--- config.mk ---
export PLATFORM = sky130hd
export DESIGN_NAME = dem_seq_ctrl_flat
export DESIGN_NICKNAME = d
export VERILOG_FILES = /design/src/rtl/dem_seq_ctrl_pkg.sv /design/src/rtl/dem_seq_ctrl_if.sv /design/src/rtl/dem_seq_ctrl_rr_arb2.sv /design/src/rtl/dem_seq_ctrl.sv /design/src/flat_wrapper.sv
export SDC_FILE = /design/constraint.sdc
export NUM_CORES = 1
export LEC_CHECK = 0
export CORE_ASPECT_RATIO = 1.25
export CORE_MARGIN = 2
export CORE_UTILIZATION = 25
export CTS_CLUSTER_SIZE = 24
export DETAILED_ROUTE_END_ITERATION = 10
export GPL_ROUTABILITY_DRIVEN = 0
export SLEW_MARGIN = 20
export SYNTH_ARGS = -nofsm -noshare
export SYNTH_HDL_FRONTEND = slang
export SYNTH_SLANG_ARGS = --single-unit
--- constraint.sdc ---
create_clock -name clk -period 3.8 [get_ports clk]
set_input_delay 0.95 -clock clk [delete_from_list [all_inputs] [get_ports clk]]
set_output_delay 0.95 -clock clk [all_outputs]
set_load 0.01 [all_outputs]
--- src/rtl/dem_seq_ctrl_pkg.sv ---
// dem_pkg: shared types and constants for the Dem sequence controller
package dem_pkg;
  localparam int DATA_W = 3;
  localparam int MAX_LEN = 8;
  localparam logic [7:0] VALID_START_MASK = 8'b0111_1101;
  localparam logic [3*8-1:0] SEQ = {3'd2, 3'd3, 3'd5, 3'd2, 3'd0, 3'd3, 3'd4, 3'd6};
  typedef enum logic [1:0] {ST_IDLE, ST_LOAD, ST_RUN, ST_DONE} state_e;
  function automatic logic [DATA_W-1:0] seq_at(int unsigned i);
    return SEQ[3*(7-(i%8)) +: 3];
  endfunction
  function automatic logic job_ok(logic [DATA_W-1:0] start, int unsigned len);
    return VALID_START_MASK[start] && len >= 1 && len <= MAX_LEN;
  endfunction
endpackage

--- src/rtl/dem_seq_ctrl_if.sv ---
// dem_seq_ctrl_if: requester, counter and sample-stream signals; slave = controller, master = environment
interface dem_seq_ctrl_if
  import dem_pkg::*;
#(
  parameter int LEN_W = 4
) ();
  logic req0, req1;
  logic [DATA_W-1:0] start0, start1;
  logic [LEN_W-1:0] len0, len1;
  logic ack0, ack1, err;
  logic cnt_load;
  logic [DATA_W-1:0] cnt_in_data, cnt_out;
  logic out_valid, out_id, out_last;
  logic [DATA_W-1:0] out_data;
  modport slave (
    input req0, req1, start0, start1, len0, len1, cnt_out,
    output ack0, ack1, err, cnt_load, cnt_in_data, out_valid, out_data, out_id, out_last
  );
  modport master (
    output req0, req1, start0, start1, len0, len1, cnt_out,
    input ack0, ack1, err, cnt_load, cnt_in_data, out_valid, out_data, out_id, out_last
  );
endinterface

--- src/rtl/dem_seq_ctrl_rr_arb2.sv ---
// rr_arb2: two-way round-robin arbiter; ports clk, rst (sync active-low), req[1:0], en (commit grant), gnt_id
module rr_arb2 (
  input  logic       clk,
  input  logic       rst,
  input  logic [1:0] req,
  input  logic       en,
  output logic       gnt_id
);
  logic last;
  assign gnt_id = (req[0] & req[1]) ? ~last : req[1];
  always_ff @(posedge clk) begin
    if (!rst) last <= 1'b1;
    else if (en && |req) last <= gnt_id;
  end
endmodule

--- src/rtl/dem_seq_ctrl.sv ---
// dem_seq_ctrl: shares one Dem counter between two requesters; ports clk, rst (sync active-low), bus (slave: req/start/len in, ack/err, counter load, sample stream out)
module dem_seq_ctrl
  import dem_pkg::*;
#(
  parameter int LEN_W = 4
) (
  input  logic           clk,
  input  logic           rst,
  dem_seq_ctrl_if.slave  bus
);
  localparam logic [1:0] IDLE = ST_IDLE;
  localparam logic [1:0] LOAD = ST_LOAD;
  localparam logic [1:0] RUN  = ST_RUN;
  localparam logic [1:0] DONE = ST_DONE;
  logic [1:0] state;
  logic [DATA_W-1:0] start_q, gnt_start, data_q;
  logic [LEN_W-1:0] rem, gnt_len;
  logic id_q, err_q, gnt_id, valid_q, sid_q, last_q, gnt_ok;
  rr_arb2 u_arb (
    .clk    (clk),
    .rst    (rst),
    .req    ({bus.req1, bus.req0}),
    .en     (state == IDLE),
    .gnt_id (gnt_id)
  );
  assign gnt_start = gnt_id ? bus.start1 : bus.start0;
  assign gnt_len = gnt_id ? bus.len1 : bus.len0;
  assign gnt_ok = job_ok(gnt_start, 32'(gnt_len));
  assign bus.cnt_load = state == LOAD;
  assign bus.cnt_in_data = (state == LOAD) ? start_q : '0;
  assign bus.ack0 = (state == DONE) & ~id_q;
  assign bus.ack1 = (state == DONE) & id_q;
  assign bus.err = (state == DONE) & err_q;
  assign bus.out_valid = valid_q;
  assign bus.out_data = data_q;
  assign bus.out_id = sid_q;
  assign bus.out_last = last_q;
  // RUN spends len sampling cycles plus one drain cycle, so ack lands the cycle after out_last
  always_ff @(posedge clk) begin
    if (!rst) begin
      state <= IDLE;
      start_q <= '0;
      rem <= '0;
      id_q <= 1'b0;
      err_q <= 1'b0;
      valid_q <= 1'b0;
      data_q <= '0;
      sid_q <= 1'b0;
      last_q <= 1'b0;
    end else begin
      valid_q <= 1'b0;
      last_q <= 1'b0;
      case (state)
        IDLE: if (bus.req0 | bus.req1) begin
          start_q <= gnt_start;
          rem <= gnt_len;
          id_q <= gnt_id;
          err_q <= ~gnt_ok;
          state <= gnt_ok ? LOAD : DONE;
        end
        LOAD: state <= RUN;
        RUN: if (rem != '0) begin
          valid_q <= 1'b1;
          data_q <= bus.cnt_out;
          sid_q <= id_q;
          last_q <= rem == LEN_W'(1);
          rem <= rem - LEN_W'(1);
        end else state <= DONE;
        default: state <= IDLE;
      endcase
    end
  end
endmodule

--- src/flat_wrapper.sv ---
// flat-port wrapper written by rule: the top's interface ports become plain ports
module dem_seq_ctrl_flat import dem_pkg::*;
#(
  parameter int LEN_W = 4
)
  (clk, rst, bus_req0, bus_req1, bus_start0, bus_start1, bus_len0, bus_len1, bus_cnt_out, bus_ack0, bus_ack1, bus_err, bus_cnt_load, bus_cnt_in_data, bus_out_valid, bus_out_data, bus_out_id, bus_out_last);
  dem_seq_ctrl_if #(.LEN_W(LEN_W)) bus_i ();
  input  logic clk;
  input  logic rst;
  input wire logic [$bits(bus_i.req0)-1:0] bus_req0;
  input wire logic [$bits(bus_i.req1)-1:0] bus_req1;
  input wire logic [$bits(bus_i.start0)-1:0] bus_start0;
  input wire logic [$bits(bus_i.start1)-1:0] bus_start1;
  input wire logic [$bits(bus_i.len0)-1:0] bus_len0;
  input wire logic [$bits(bus_i.len1)-1:0] bus_len1;
  input wire logic [$bits(bus_i.cnt_out)-1:0] bus_cnt_out;
  output wire logic [$bits(bus_i.ack0)-1:0] bus_ack0;
  output wire logic [$bits(bus_i.ack1)-1:0] bus_ack1;
  output wire logic [$bits(bus_i.err)-1:0] bus_err;
  output wire logic [$bits(bus_i.cnt_load)-1:0] bus_cnt_load;
  output wire logic [$bits(bus_i.cnt_in_data)-1:0] bus_cnt_in_data;
  output wire logic [$bits(bus_i.out_valid)-1:0] bus_out_valid;
  output wire logic [$bits(bus_i.out_data)-1:0] bus_out_data;
  output wire logic [$bits(bus_i.out_id)-1:0] bus_out_id;
  output wire logic [$bits(bus_i.out_last)-1:0] bus_out_last;
  assign bus_i.req0 = bus_req0;
  assign bus_i.req1 = bus_req1;
  assign bus_i.start0 = bus_start0;
  assign bus_i.start1 = bus_start1;
  assign bus_i.len0 = bus_len0;
  assign bus_i.len1 = bus_len1;
  assign bus_i.cnt_out = bus_cnt_out;
  assign bus_ack0 = bus_i.ack0;
  assign bus_ack1 = bus_i.ack1;
  assign bus_err = bus_i.err;
  assign bus_cnt_load = bus_i.cnt_load;
  assign bus_cnt_in_data = bus_i.cnt_in_data;
  assign bus_out_valid = bus_i.out_valid;
  assign bus_out_data = bus_i.out_data;
  assign bus_out_id = bus_i.out_id;
  assign bus_out_last = bus_i.out_last;
  dem_seq_ctrl #(.LEN_W(LEN_W)) u_core (.clk(clk), .rst(rst), .bus(bus_i));
endmodule
# == Word level (Yosys, flattened, before mapping) ==
# Memory sizes are Yosys's and may differ from the RTL's.
# Index checks and enable logic that the tools add are counted.
# word_totals
regBits,18
latchBits,0
ramBits,0
mem_bits_ro,8
input_bits,21
mem_count,1
# mem_list
name,words,width,rd,rd_clocked_by_memory_dff,write_ports,line,rtl
(name not given),8,1,1,0,0,dem_seq_ctrl_pkg.sv:12,return VALID_START_MASK[start] && len >= 1 && len <= MAX_LEN;
# op_classes
add_sub_neg,1
mul,0
div,0
n_lt_le_gt_ge,3
n_eq_ne,7
n_shift,0
n_mux,13
bitwise,8
n_reduce_logical,13
# ops
op,n
two-way mux 4 bit,3
one-hot mux 4 bit (2 select lines),1
AND reduction 2 bit,4
two-way mux 2 bit,3
two-way mux 3 bit,2
one-hot mux 2 bit (3 select lines),1
AND reduction 3 bit,2
bitwise AND 1 bit,4
"== test 2 bit, second input constant",2
"== test 4 x 1 -> 1 bit, second input constant",1
">= comparator 4 x 1 -> 1 bit, second input constant",1
"less-or-equal comparator 4 bit, second input constant",1
"< comparator 3 x 4 -> 1 bit, second input constant",1
"inequality test 2 x 1 -> 1 bit, second input constant",2
nonzero test 4 bit,1
"subtractor 4 x 1 -> 4 bit, second input constant",1
logical AND 1 bit,3
two-way mux 1 bit,3
inverter 1 bit,3
"== test 2 x 1 -> 1 bit, second input constant",1
zero test 2 bit,1
"inequality test 2 bit, second input constant",1
nonzero test 2 bit,1
OR reduction 2 bit,1
bitwise OR 1 bit,1

# == Longest topological paths before layout ==
# logic_depth
depth_word,10
mapped_depth,7
mapped_depth_nobuf,6

# == Cells and area by module ==
# A second synthesis with hierarchy kept.
# unflattened
hier_cells,120
area_unflattened_um2,1062.3
# modules_own_cells
module,instances,cells_per_inst,area_per_inst_um2,seq_area_each_um2
dem_seq_ctrl,1,115,1014.7,340.3
rr_arb2,1,5,47.5,20.0

# == Worst setup path before layout ==
# OpenSTA, ideal clock, no wires.
# synth_path
path_kind,input to register
startpoint,input port bus_len0[2]
endpoint,register u_core.err_q
setup_time_ns,0.116
t_arrival_ns,1.850
required_time_ns,3.684
slack_ns,1.834
path_stages,4
path_cell_list,o31a_1 a2111oi_1 a31oi_1 a31o_2
# synth_via
elab_chain_len,5
elab_cells_between_ends,6
# synth_rtl
item,line,rtl
from (decl),flat_wrapper.sv:14,input wire logic [$bits(bus_i.len0)-1:0] bus_len0;
two-way mux 4 bit (*),dem_seq_ctrl.sv:27,assign gnt_len = gnt_id ? bus.len1 : bus.len0;
>= comparator 4 x 1 -> 1 bit,dem_seq_ctrl_pkg.sv:12,
logical AND 1 bit,dem_seq_ctrl_pkg.sv:12,
logical AND 1 bit (*),dem_seq_ctrl_pkg.sv:12,
inverter 1 bit (*),dem_seq_ctrl.sv:58,err_q <= ~gnt_ok;
to (signal assigned),dem_seq_ctrl.sv:58,
to (decl),dem_seq_ctrl.sv:18,"logic id_q, err_q, gnt_id, valid_q, sid_q, last_q, gnt_ok;"
# Every way passes the cells marked *; elsewhere a longest branch is shown, timed or not.
# A chain may end at the register's enable or synchronous reset.

# == Worst setup path in the final report ==
# layout_path
startpoint,register u_core.state[1]
endpoint,output port bus_cnt_in_data[0]
# layout_via
elab_chain_len,2
# layout_rtl
item,line,rtl
from (decl),dem_seq_ctrl.sv:15,logic [1:0] state;
from (signal assigned),dem_seq_ctrl.sv:59,state <= gnt_ok ? LOAD : DONE;
== test 2 x 1 -> 1 bit,dem_seq_ctrl.sv:30,assign bus.cnt_in_data = (state == LOAD) ? start_q : '0;
two-way mux 3 bit,dem_seq_ctrl.sv:30,
to (decl),flat_wrapper.sv:21,output wire logic [$bits(bus_i.cnt_in_data)-1:0] bus_cnt_in_data;
# Every way passes these cells.

==> impl_results.md <==
* Status: complete, no violations
* Placement Rows at 26
* Area of the core at 4131 sq um
* Asr flop ratio synth at 0%
* Port bufs at 33
* Synthesis warning total at 0
* Root Buffer: clkbuf_8
* GR Layer Usage met1 at a little under an eighth
* Worst Clk Skew at 0.7955 ps
* Synth top cells by count: dfxtp_1, nand2_1, mux2i_1, ha_1, nor2b_1
* Post-layout util at roughly 37%
* Normalized max-slew margin at approximately 54%
* Hold Crit Class: flop to flop
* Post-synthesis cell area at roughly 1100 sq um
* Post-Route WL at between 2000 and 2500 um
* Dpl hpwl at between 1500 and 2000 um
* WL/cell at approximately 12 um
* H-tree levels at 1
* Final hold vios at 0
* GR Util All Layers at around 11%
* Ant. Diodes at 0
* Worst-path fanout max at 4
* Flop and latch count out of synthesis at 18
* Commonest register cell after synthesis: dfxtp_1
* Clk_lat worst skew at 250 ps
* Multi-input logic area at approximately 680 sq um
* CP max stage delay at ~470 ps
* Worst Path Required at 2850 ps
* Slew Viols, Final at 0
* Power per cell area at 554.7 nW/um^2
* Vias at a little under 1000
* Most Used Layer, Global Route: met2
* Reg clk slew, reported paths at approximately 70 ps
* Die Area at roughly 4900 sq um
* Largest area contributor in the netlist: dfxtp_1
* Final ANT Viol Nets at 0
* Leading post-synthesis cells by cell area: dfxtp_1, mux2i_1, ha_1
* Congestion Overflow GR at 0
* Initial antenna violation count at 0
* Grt met3 use at 2.609%
* Critical-path cell list: inv_1 > ha_1 > and2_1 > clkdlybuf4s50_1
* RSZ-0062 raised after global routing: false
* DR DRC count at 0
* First-pass detailed-route iteration total at 4
* Slew @ Worst Pin at ~680 ps
* Element type at the critical path end: primary output
* DR vias/cell at 4.705
* Synthesized instance count at 122
* Peak supply drop at roughly 150 uV
* CTS Hold Bufs at 0
* Die X at about 63 um
* CP top delay family: buffers and inverters
* Yosys top cell area share at between 30% and 40%
* Fillers at 450
* Setup Buffers After CTS at 0
* Max Freq at 394.5 MHz
* Nets at approximately 180
* Layout cells sized above 1 at 9.091%
* CTS buffer count at 3
* # resized after CTS at 0
* Final setup vio count at 0
* Area Growth Syn to Fin at 38.83%
* Sequential cell area fraction in the yosys report at about a third
* Setup CP Type: flop to primary output
* GR Util met2 at roughly a fifth
* Max Root-Sink Buffers at 2
* CTS tree: built
* Post-synth EDFFs at 0
* Register area at roughly 360 sq um
* TNS Setup at 0 ps
* Pwr Total at 841.2 uW
* Crit path arrival time at about 1600 ps
* Slowest cell on crit path: clkdlybuf4s50_1
* Max Cap Viol at 0
* Initial Util at about a quarter
* WP buf/inv at 2
* Number of global-route vias before repair at 974
* Min cycle time layout at about 2500 ps
* Area post-placement at between 1000 and 1500 sq um
* Num ports at 34
* Synthesized area per cell at slightly below 9 sq um
* Pin count of the biggest net entering global routing at 22
* Setup crit start kind: flop
* Synthesized Nets at 150
* Clock sink total at 18
* Design area at roughly 1500 sq um
* Count leader, synth: dfxtp_1
* DRT iter0 DRCs at 18
* First-pass GRT wire length at approximately 4200 um
* Cell variety after synth at 38
* Die H at approximately 80 um
* Tcrit/Tclk final at 66.72%
* Leak at approximately 0.0006 uW
-- metrics by stage --
step,hold WS (ps),setup WS (ps),instances
after global routing,508.5,1145,210
after floorplan,455.2,1834,122
after CTS,489.1,1241,210
after global placement,472.5,1219,206
final,497.4,1265,210
after detailed placement,475.1,1221,206
-- report_power, final --
| part | leakage, uW | total (uW) | internal, uW | switching (uW) |
|---|---|---|---|---|
| Sequential | 0.000148 | 287 | 245 | 42.0 |
| Clock | 0.0000288 | 154 | 92.0 | 62.5 |
| Combinational | 0.000428 | 400 | 203 | 196 |
-- state kept, by name, indices dropped and copies added, names as in the netlist --
name and count:
u_core.id_q 1, u_core.u_arb.last 1, u_core.bus.out_data 3, u_core.bus.out_valid 1, u_core.rem 4, u_core.bus.out_last 1
u_core.bus.out_id 1, u_core.start_q 3, u_core.state 2, u_core.err_q 1
-- cells in the final DEF, fill, tap and decap left out, types with 2 or more instances in the layout --
cell and instances:
clkbuf_8 4, xnor2_1 3, nor2b_1 7, nand2_1 15
and3_1 2, mux2_2 3, nor2_1 6, a21oi_1 3
ha_1 7, a31o_2 2, or3_1 2, inv_1 4
dfxtp_1 18, and2_1 5, o22ai_1 3, o21ai_0 4
clkdlybuf4s50_1 33, nand2b_1 2, mux2i_1 10, o211a_1 3
-- area by class of cell --
| class | count | share of cell area [%] |
|---|---|---|
| well taps | 56 | 4.620 |
| flip-flops and latches | 18 | 23.76 |
| clock buffers | 4 | 3.630 |
| multi-input cells | 94 | 44.72 |
| repair buffers | 34 | 22.28 |
| inverters | 4 | 0.9901 |
-- cell families (layout without fill, tap and decap cells) --
logic type	after synthesis	after routing	synth area share [%]
xor+xnor	3	3	2.406
compound gates	24	24	16.38
mux	13	13	12.26
buf+inv	10	42	4.924
fa+ha+maj	7	7	8.018
simple gates	47	47	23.02
flops	18	18	32.99
-- layer usage --
layer | routed length, um | vias up
met5 | 0 | -
met4 | 43 | 0
met3 | 157 | 5
met2 | 1211 | 36
met1 | 1004 | 451
li1 | - | 496
-- path summary, 6_finish.rpt --
check | slack [ps] | startpoint | to | cells past startpoint
setup / recovery | 1260 | u_core.state[1]$_SDFFE_PN0P_ | bus_cnt_in_data[0] | 4
setup reg to reg | 1880 | u_core.state[0]$_SDFFE_PN0P_ | u_core.rem[1]$_SDFFE_PN0P_ | 6
hold / removal | 500 | u_core.start_q[2]$_SDFFE_PN0P_ | u_core.start_q[2]$_SDFFE_PN0P_ | 1
hold reg to reg | 500 | u_core.start_q[2]$_SDFFE_PN0P_ | u_core.start_q[2]$_SDFFE_PN0P_ | 1
Power figures use the tool's default switching activity.
